File: config.mk
export PLATFORM = sky130hd
export DESIGN_NAME = tmds_decoder
export DESIGN_NICKNAME = d
export VERILOG_FILES = /design/src/rtl/tmds_decoder.sv
export SDC_FILE = /design/constraint.sdc
export NUM_CORES = 1
export LEC_CHECK = 0
export CAP_MARGIN = 40
export CELL_PAD_IN_SITES_DETAIL_PLACEMENT = 0
export CELL_PAD_IN_SITES_GLOBAL_PLACEMENT = 1
export CORE_AREA = 2 2 121 99
export CTS_BUF_LIST = sky130_fd_sc_hd__clkbuf_16
export CTS_CLUSTER_SIZE = 8
export DETAILED_ROUTE_END_ITERATION = 7
export DIE_AREA = 0 0 123 101
export PLACE_DENSITY = 0.77
export SLEW_MARGIN = 20
export SYNTH_ARGS = -nofsm -noshare
export SYNTH_HDL_FRONTEND = slang
export SYNTH_SLANG_ARGS = --single-unit
File: constraint.sdc
create_clock -name CLK -period 5.8 [get_ports CLK]
set_input_delay 0.58 -clock CLK [delete_from_list [all_inputs] [get_ports CLK]]
set_output_delay 0.58 -clock CLK [all_outputs]
set_load 0.05 [all_outputs]
File: src/rtl/tmds_decoder.sv
// tmds_decoder: one TMDS receive channel.
// Word alignment, video/control/TERC4 decode, disparity check.
module tmds_decoder #(
  parameter int LOCK_CTL       = 8,
  parameter int SEARCH_TIMEOUT = 4096,
  parameter int SLIP_WAIT      = 16,
  parameter int DISP_LIMIT     = 16
) (
  input  logic        CLK,
  input  logic        RESET_N,
  input  logic [9:0]  SYMBOL,
  output logic        BITSLIP,
  output logic        LOCKED,
  output logic [7:0]  DATA,
  output logic [1:0]  C,
  output logic        CTL,
  output logic [3:0]  AUX,
  output logic        TERC4_HIT,
  output logic        ERR,
  output logic [15:0] ERR_CNT
);

  localparam int TW = $clog2(SEARCH_TIMEOUT);
  localparam int RW = $clog2(LOCK_CTL + 1);
  localparam logic [TW-1:0] T_END = TW'(SEARCH_TIMEOUT - 1);
  localparam logic [TW-1:0] W_END = TW'(SLIP_WAIT - 1);
  localparam logic [RW-1:0] R_MAX = RW'(LOCK_CTL);
  localparam logic [RW-1:0] R_HIT = RW'(LOCK_CTL - 1);
  localparam logic signed [7:0] LIM = 8'(DISP_LIMIT);

  typedef enum logic [1:0] {
    S_SEARCH,
    S_SLIP,
    S_WAIT,
    S_LOCK
  } state_t;

  state_t state_q, state_d;

  logic [9:0]  sym_q;
  logic [9:0]  q_w;
  logic [7:0]  data_q, data_d;
  logic [1:0]  c_q, c_d;
  logic [3:0]  aux_q, aux_d;
  logic        ctl_q, is_ctl;
  logic        hit_q, is_terc;
  logic        err_q, err_d;
  logic [15:0] ecnt_q, ecnt_d;
  logic signed [6:0] disp_q, disp_d;
  logic signed [7:0] sum_w, disp_x;
  logic [3:0]  ones_w;
  logic [TW-1:0] timer_q, timer_d;
  logic [RW-1:0] run_q, run_d, run_step;
  logic        reach;
  logic        bslip_q, lock_q;

  // Video decode: undo optional inversion, then XOR/XNOR chain
  always_comb begin
    q_w = sym_q;
    if (q_w[9]) q_w[7:0] = ~q_w[7:0];
    data_d[0] = q_w[0];
    for (int i = 1; i < 8; i++) begin
      data_d[i] = q_w[8] ? (q_w[i] ^ q_w[i-1])
                         : ~(q_w[i] ^ q_w[i-1]);
    end
  end

  // Control token match; C holds on a miss
  always_comb begin
    is_ctl = 1'b1;
    c_d    = c_q;
    unique case (sym_q)
      10'b1101010100: c_d = 2'b00;
      10'b0010101011: c_d = 2'b01;
      10'b0101010100: c_d = 2'b10;
      10'b1010101011: c_d = 2'b11;
      default:        is_ctl = 1'b0;
    endcase
  end

  // TERC4 match; AUX holds on a miss
  always_comb begin
    is_terc = 1'b1;
    aux_d   = aux_q;
    unique case (sym_q)
      10'b1010011100: aux_d = 4'h0;
      10'b1001100011: aux_d = 4'h1;
      10'b1011100100: aux_d = 4'h2;
      10'b1011100010: aux_d = 4'h3;
      10'b0101110001: aux_d = 4'h4;
      10'b0100011110: aux_d = 4'h5;
      10'b0110001110: aux_d = 4'h6;
      10'b0100111100: aux_d = 4'h7;
      10'b1011001100: aux_d = 4'h8;
      10'b0100111001: aux_d = 4'h9;
      10'b0110011100: aux_d = 4'hA;
      10'b1011000110: aux_d = 4'hB;
      10'b1010001110: aux_d = 4'hC;
      10'b1001110001: aux_d = 4'hD;
      10'b0101100011: aux_d = 4'hE;
      10'b1011000011: aux_d = 4'hF;
      default:        is_terc = 1'b0;
    endcase
  end

  // Saturating running disparity and error flag/counter
  always_comb begin
    ones_w = 4'($countones(sym_q));
    sum_w  = $signed({disp_q[6], disp_q})
           + $signed({4'b0000, ones_w}) - 8'sd5;
    disp_d = disp_q;
    if (is_ctl) begin
      disp_d = '0;
    end else if (!is_terc) begin
      if (sum_w > 8'sd63)       disp_d = 7'sd63;
      else if (sum_w < -8'sd63) disp_d = -7'sd63;
      else                      disp_d = sum_w[6:0];
    end
    disp_x = {disp_d[6], disp_d};
    err_d  = lock_q && !is_ctl && !is_terc
          && (disp_x > LIM || disp_x < -LIM);
    ecnt_d = ecnt_q;
    if (err_d && ecnt_q != 16'hFFFF) ecnt_d = ecnt_q + 16'd1;
  end

  // Alignment FSM: next state, timer and control-run counter
  always_comb begin
    state_d  = state_q;
    timer_d  = timer_q;
    run_d    = run_q;
    run_step = '0;
    if (is_ctl) begin
      run_step = (run_q == R_MAX) ? run_q : run_q + RW'(1);
    end
    reach = is_ctl && (run_q == R_HIT);
    unique case (state_q)
      S_SEARCH: begin
        run_d = run_step;
        if (reach) begin
          state_d = S_LOCK;
          timer_d = '0;
        end else if (timer_q == T_END) begin
          state_d = S_SLIP;
        end else begin
          timer_d = timer_q + TW'(1);
        end
      end
      S_SLIP: begin
        state_d = S_WAIT;
        run_d   = '0;
        timer_d = '0;
      end
      S_WAIT: begin
        run_d = '0;
        if (timer_q == W_END) begin
          state_d = S_SEARCH;
          timer_d = '0;
        end else begin
          timer_d = timer_q + TW'(1);
        end
      end
      S_LOCK: begin
        run_d = run_step;
        if (reach) begin
          timer_d = '0;
        end else if (timer_q == T_END) begin
          state_d = S_SEARCH;
          timer_d = '0;
          run_d   = '0;
        end else begin
          timer_d = timer_q + TW'(1);
        end
      end
      default: state_d = S_SEARCH;
    endcase
  end

  // Two-stage symbol/decode pipeline
  always_ff @(posedge CLK or negedge RESET_N) begin
    if (!RESET_N) begin
      sym_q  <= '0;
      data_q <= '0;
      c_q    <= '0;
      ctl_q  <= 1'b0;
      aux_q  <= '0;
      hit_q  <= 1'b0;
      err_q  <= 1'b0;
      ecnt_q <= '0;
      disp_q <= '0;
    end else begin
      sym_q  <= SYMBOL;
      data_q <= data_d;
      c_q    <= c_d;
      ctl_q  <= is_ctl;
      aux_q  <= aux_d;
      hit_q  <= is_terc;
      err_q  <= err_d;
      ecnt_q <= ecnt_d;
      disp_q <= disp_d;
    end
  end

  // FSM state with registered, glitch-free status outputs
  always_ff @(posedge CLK or negedge RESET_N) begin
    if (!RESET_N) begin
      state_q <= S_SEARCH;
      timer_q <= '0;
      run_q   <= '0;
      bslip_q <= 1'b0;
      lock_q  <= 1'b0;
    end else begin
      state_q <= state_d;
      timer_q <= timer_d;
      run_q   <= run_d;
      bslip_q <= (state_d == S_SLIP);
      lock_q  <= (state_d == S_LOCK);
    end
  end

  assign BITSLIP   = bslip_q;
  assign LOCKED    = lock_q;
  assign DATA      = data_q;
  assign C         = c_q;
  assign CTL       = ctl_q;
  assign AUX       = aux_q;
  assign TERC4_HIT = hit_q;
  assign ERR       = err_q;
  assign ERR_CNT   = ecnt_q;

endmodule
==> results.md <==
CTS:
- TritonCTS built the clock tree.
- The number of buffers inserted for hold repair after clock tree synthesis is 0.
- The clock passes through at most 2 buffers.
- The clock edge transition at the registers on the reported setup and hold paths is approximately 0.06 ns.
- The deepest level of the CTS H-tree is 3.
- The cell at the root of the clock tree is clkbuf_16.
- The number of clock sinks is 70.
- The later pin in the worst-skew pair is clocked with a latency of ~0.32 ns.
- In this run, CTS created clock tree buffers numbering 9.

Setup path:
- The maximum fanout count along the critical path is 6.
- The worst setup path is of the reg -> reg kind.
- Data on the critical path is required at its endpoint by between 6 and 7 ns.
- STA classifies the critical path startpoint as a flip-flop.
- In this run the critical register-to-register path is captured at ERR_CNT[1]$_DFFE_PN0P_.
- For this design, the slowest cell found on the critical path is fa_1.
- Traced cell by cell, the critical path runs through fa_1, inv_1, fa_1, fa_1, inv_1, ha_2, inv_2, fa_1, ha_1, inv_2, ha_4, fa_2, a211oi_2, buf_4, o2111a_1, mux2_4, buf_4, or4_4, a211oi_2, mux2i_2, o311a_4, nand2_4, mux2_4.
- The number of cells on the worst reg-to-reg path is 23.
- The cell that appears most often on the critical path is fa_1.
- In this run the register-to-register setup slack is 0.04 ns.
- The arrival time of data at the critical path endpoint is 5.96 ns.
- In this run the critical register-to-register path is launched from sym_q[5]$_DFF_PN0_.
- For this run, the slowest stage of the critical path takes between 0.5 and 0.6 ns.
- STA classifies the critical path endpoint as a flip-flop.

Route:
- The ratio of routed vias to standard cells is ~5.2.
- In the routed design, unresolved DRC markers number 0.
- The total via count after detailed routing is around 3600.
- The overall routed net length is 10400 microns.
- After the first detailed-routing iteration, the DRC count stood at roughly 280.
- The number of optimization iterations in the first detailed-route pass is 5.
- The post-detailed-route count of antenna-violating nets is 0.
- The routed wirelength normalized by instance count is 15.3 microns.

Finish:
- Cells with a size suffix above 1 make up between 10% and 20% of the layout.
- The number of antenna diodes in the final layout is 0.
- The post-layout utilization of the core is 50.0%.
- The cell area after layout is 5650 sq um.
- Compared with the post-synthesis result, the final layout area differs by 28.3%.
- After the last flow step, the layout net total stands at 577.
- The post-layout instance count excluding filler cells is between 600 and 700.

Place:
- The final RePlAce weighted congestion is approximately 0.92.
- Once placement finished, the instance area stood at between 5000 and 6000 sq um.
- Summed over all nets, the half-perimeter wirelength after detailed placement is between 7000 and 8000 microns.
- The port buffer count is 46.
- The number of instances in the placed design is 661.

Die:
- The floorplan die height is approximately 100 microns.
- From left edge to right edge, the die measures between 100 and 150 microns.
- In this run the count of I/O pins placed on the die edge is 47.
- The row count is 35.
- The die footprint is between 10000 and 15000 sq um.
- The core box area is 11300 sq um.
- The initial utilization of the core area, before any placement, comes to 38.9%.

Power:
- IR analysis of the VDD net gives a maximum drop of slightly below 0.3 mV.
- For this design the ratio of total power to cell area is 493 nW/um^2.
- The sequential share of power is approximately a fifth.
- The leakage power is ~2.5 nW.
- The cell-internal power is around 0.0016 W.
- The clock network accounts for between 10% and 20% of the total power.
- In this run the power spent charging and discharging nets is 0.00116 W.
- Combinational cells account for about three fifths of the total power.
- The share of total power consumed by net switching is between 40% and 50%.

GRT:
- The maximum number of pins on one net before global-route repair is 55.
- The initial antenna violation count is 0.
- The overflow left after global routing is 0.
- The global-route wire length before repair is 17100 microns.
- Global routing used 17.4% of the available tracks.
- The via count of the first global-routing pass is 3489.

Timing:
- Setup repair after global routing could not meet its margin everywhere.
- The number of endpoints with negative hold slack in the final report is 0.
- Based on the critical path, the design can be clocked at up to around 170 MHz.
- For the pin with the worst max-slew slack, the measured transition is 0.735 ns.
- The count of pins over their slew limit is 0.
- The clock period could shrink to ~5.8 ns.
- The final number of setup-violating endpoints is 0.
- The final hold slack is ~0.21 ns.
- Between clock sinks in the finished design, the worst skew comes to 0.00790 ns.
- After layout, the worst path uses just under 100% of the clock period.
- The worst pin sits at a relative slew slack of around half.

Synthesis:
- The commonest cells after synthesis are dfrtp_1, nor2_1, inv_1, ha_1, xnor2_1.
- The cell count after synthesis came out at ~450.
- After synthesis, the netlist uses between 60 and 70 different library cells.
- Of all flip-flops after synthesis, the portion carrying an async set or reset was 100%.
- Counting flops and latches in the post-synthesis netlist gives 70.
- The main flop type after synthesis is dfrtp_1.
- The cell area after technology mapping is 4400 sq um.
- Dividing the synthesized area by the synthesized cell count gives between 9 and 10 sq um.
- Among all cell types in the netlist, the one instantiated most often is dfrtp_1.
- For this run, the number of Yosys warnings is 0.
- The proportion of netlist area held by the largest area contributor is roughly two fifths.
- In this run, synthesis inferred 0 flip-flops with an integrated enable.
- Sorting the synthesized cells by area gives the leading types as dfrtp_1, ha_1, xnor2_1.
- dfrtp_1 takes more of the synthesized area than any other cell.
- Sequential cells were found to cover around 40% of the synthesized design area.
- The number of nets in the synthesized netlist is a little over 500.

Status:
- The run finished with clean final reports.

Job:
- The count of max-cap constraint violations is 0.

Hold path:
- The worst min-delay path category is in -> async.
layout make-up:
class,instances,area [sq um]
Multi-Input combinational cell,328,2540
Clock inverter,7,66.3
Fill cell,1032,5650
Clock buffer,9,225
Inverter,45,169
Tap cell,148,185
Timing Repair Buffer,72,704
Sequential cell,70,1750
metal layers:
metal / up-vias / track usage [%] / part of all wire, %
met1: 1718 / 24.0 / 48
li1: 1730 / - / -
met2: 91 / 27.4 / 47
met5: - / 0 / 0
met3: 19 / 3.62 / 3.7
met4: 0 / 5.42 / 1.6
how the worst max path moves through the flow:
stage | from | to
6_report | sym_q[5]$_DFF_PN0_ | ERR_CNT[1]$_DFFE_PN0P_
5_1_grt | sym_q[5]$_DFF_PN0_ | ERR_CNT[14]$_DFFE_PN0P_
4_1_cts | sym_q[5]$_DFF_PN0_ | ERR_CNT[1]$_DFFE_PN0P_
3_5_place_dp | sym_q[5]$_DFF_PN0_ | ERR_CNT[1]$_DFFE_PN0P_
3_3_place_gp | sym_q[5]$_DFF_PN0_ | ERR_CNT[1]$_DFFE_PN0P_
2_1_floorplan | sym_q[0]$_DFF_PN0_ | ERR_CNT[1]$_DFFE_PN0P_
through the flow:
step / setup slack, ns / setup TNS (ns) / power, W
after global placement: 0.0353 / 0 / 0.00203
after detailed placement: -0.0162 / -0.0162 / 0.00204
after CTS: 0.00251 / 0 / 0.00261
after floorplan: 0.0458 / 0 / 0.00162
after global routing: -0.157 / -1.94 / 0.00300
final: 0.0436 / 0 / 0.00279
critical path: cells and delay by family, from the launching register on:
kind                       cells  cell delay, ns
buffers and inverters          6            0.55
DFF                            1            0.39
muxes                          3            0.72
AOI/OAI and AO/OA              4            0.73
adders and majority gates      8            2.77
and+or+nand+nor                2            0.49
kinds of logic after synthesis:
kind of cell	synth area share, %
DFF	39.8
xor gates and xnor gates	7.96
AOI/OAI and AO/OA	14.2
adders and majority gates	12.3
buffers and inverters	5.29
muxes	1.25
and+or+nand+nor	19.2
cells in the final DEF (no fill, tap or decap), types with 3 or more instances in the layout:
master            n
a211oi_2          3
a21o_1            4
a21oi_1          13
a22oi_1           4
a31oi_1           7
and2_1            6
and3_1            9
buf_4            22
clkbuf_16        10
clkdlybuf4s50_1  45
dfrtp_1          70
fa_1              6
ha_1             29
inv_1            40
inv_2             6
nand2_1          27
nand2b_1          3
nand3_1          15
nand3_2           7
nand4_1          17
nor2_1           45
nor3_1            9
nor4_1            4
o2111ai_1         3
o211ai_1          3
o21ai_0          15
o22ai_1           3
or3_1             3
xnor2_1          28
xor2_1           10
sequential cells by signal, summed over array words and instances, names as in the netlist, 4 cells and up:
signal / flops
AUX: 4
DATA: 8
ERR_CNT: 16
disp_q: 7
run_q: 4
sym_q: 10
timer_q: 12
power by group through the flow:
stage	Sequential, W	Combinational [W]	Clock, W
3_3_place_gp	0.000575	0.00145	0
6_report	0.000569	0.00168	0.000538
5_1_grt	0.000575	0.00185	0.000577
4_1_cts	0.000568	0.00148	0.000554
2_1_floorplan	0.000632	0.000988	0
3_5_place_dp	0.000576	0.00146	0
repair_timing:
| action | CTS | global route |
|---|---|---|
| setup endpoints to repair | 1 | 17 |
| resized for setup | 1 | 27 |
| gates cloned | 0 | 1 |
| pin swaps | 0 | 18 |
| setup buffers | 0 | 1 |
No activity file was read; power rests on OpenSTA's default activity.
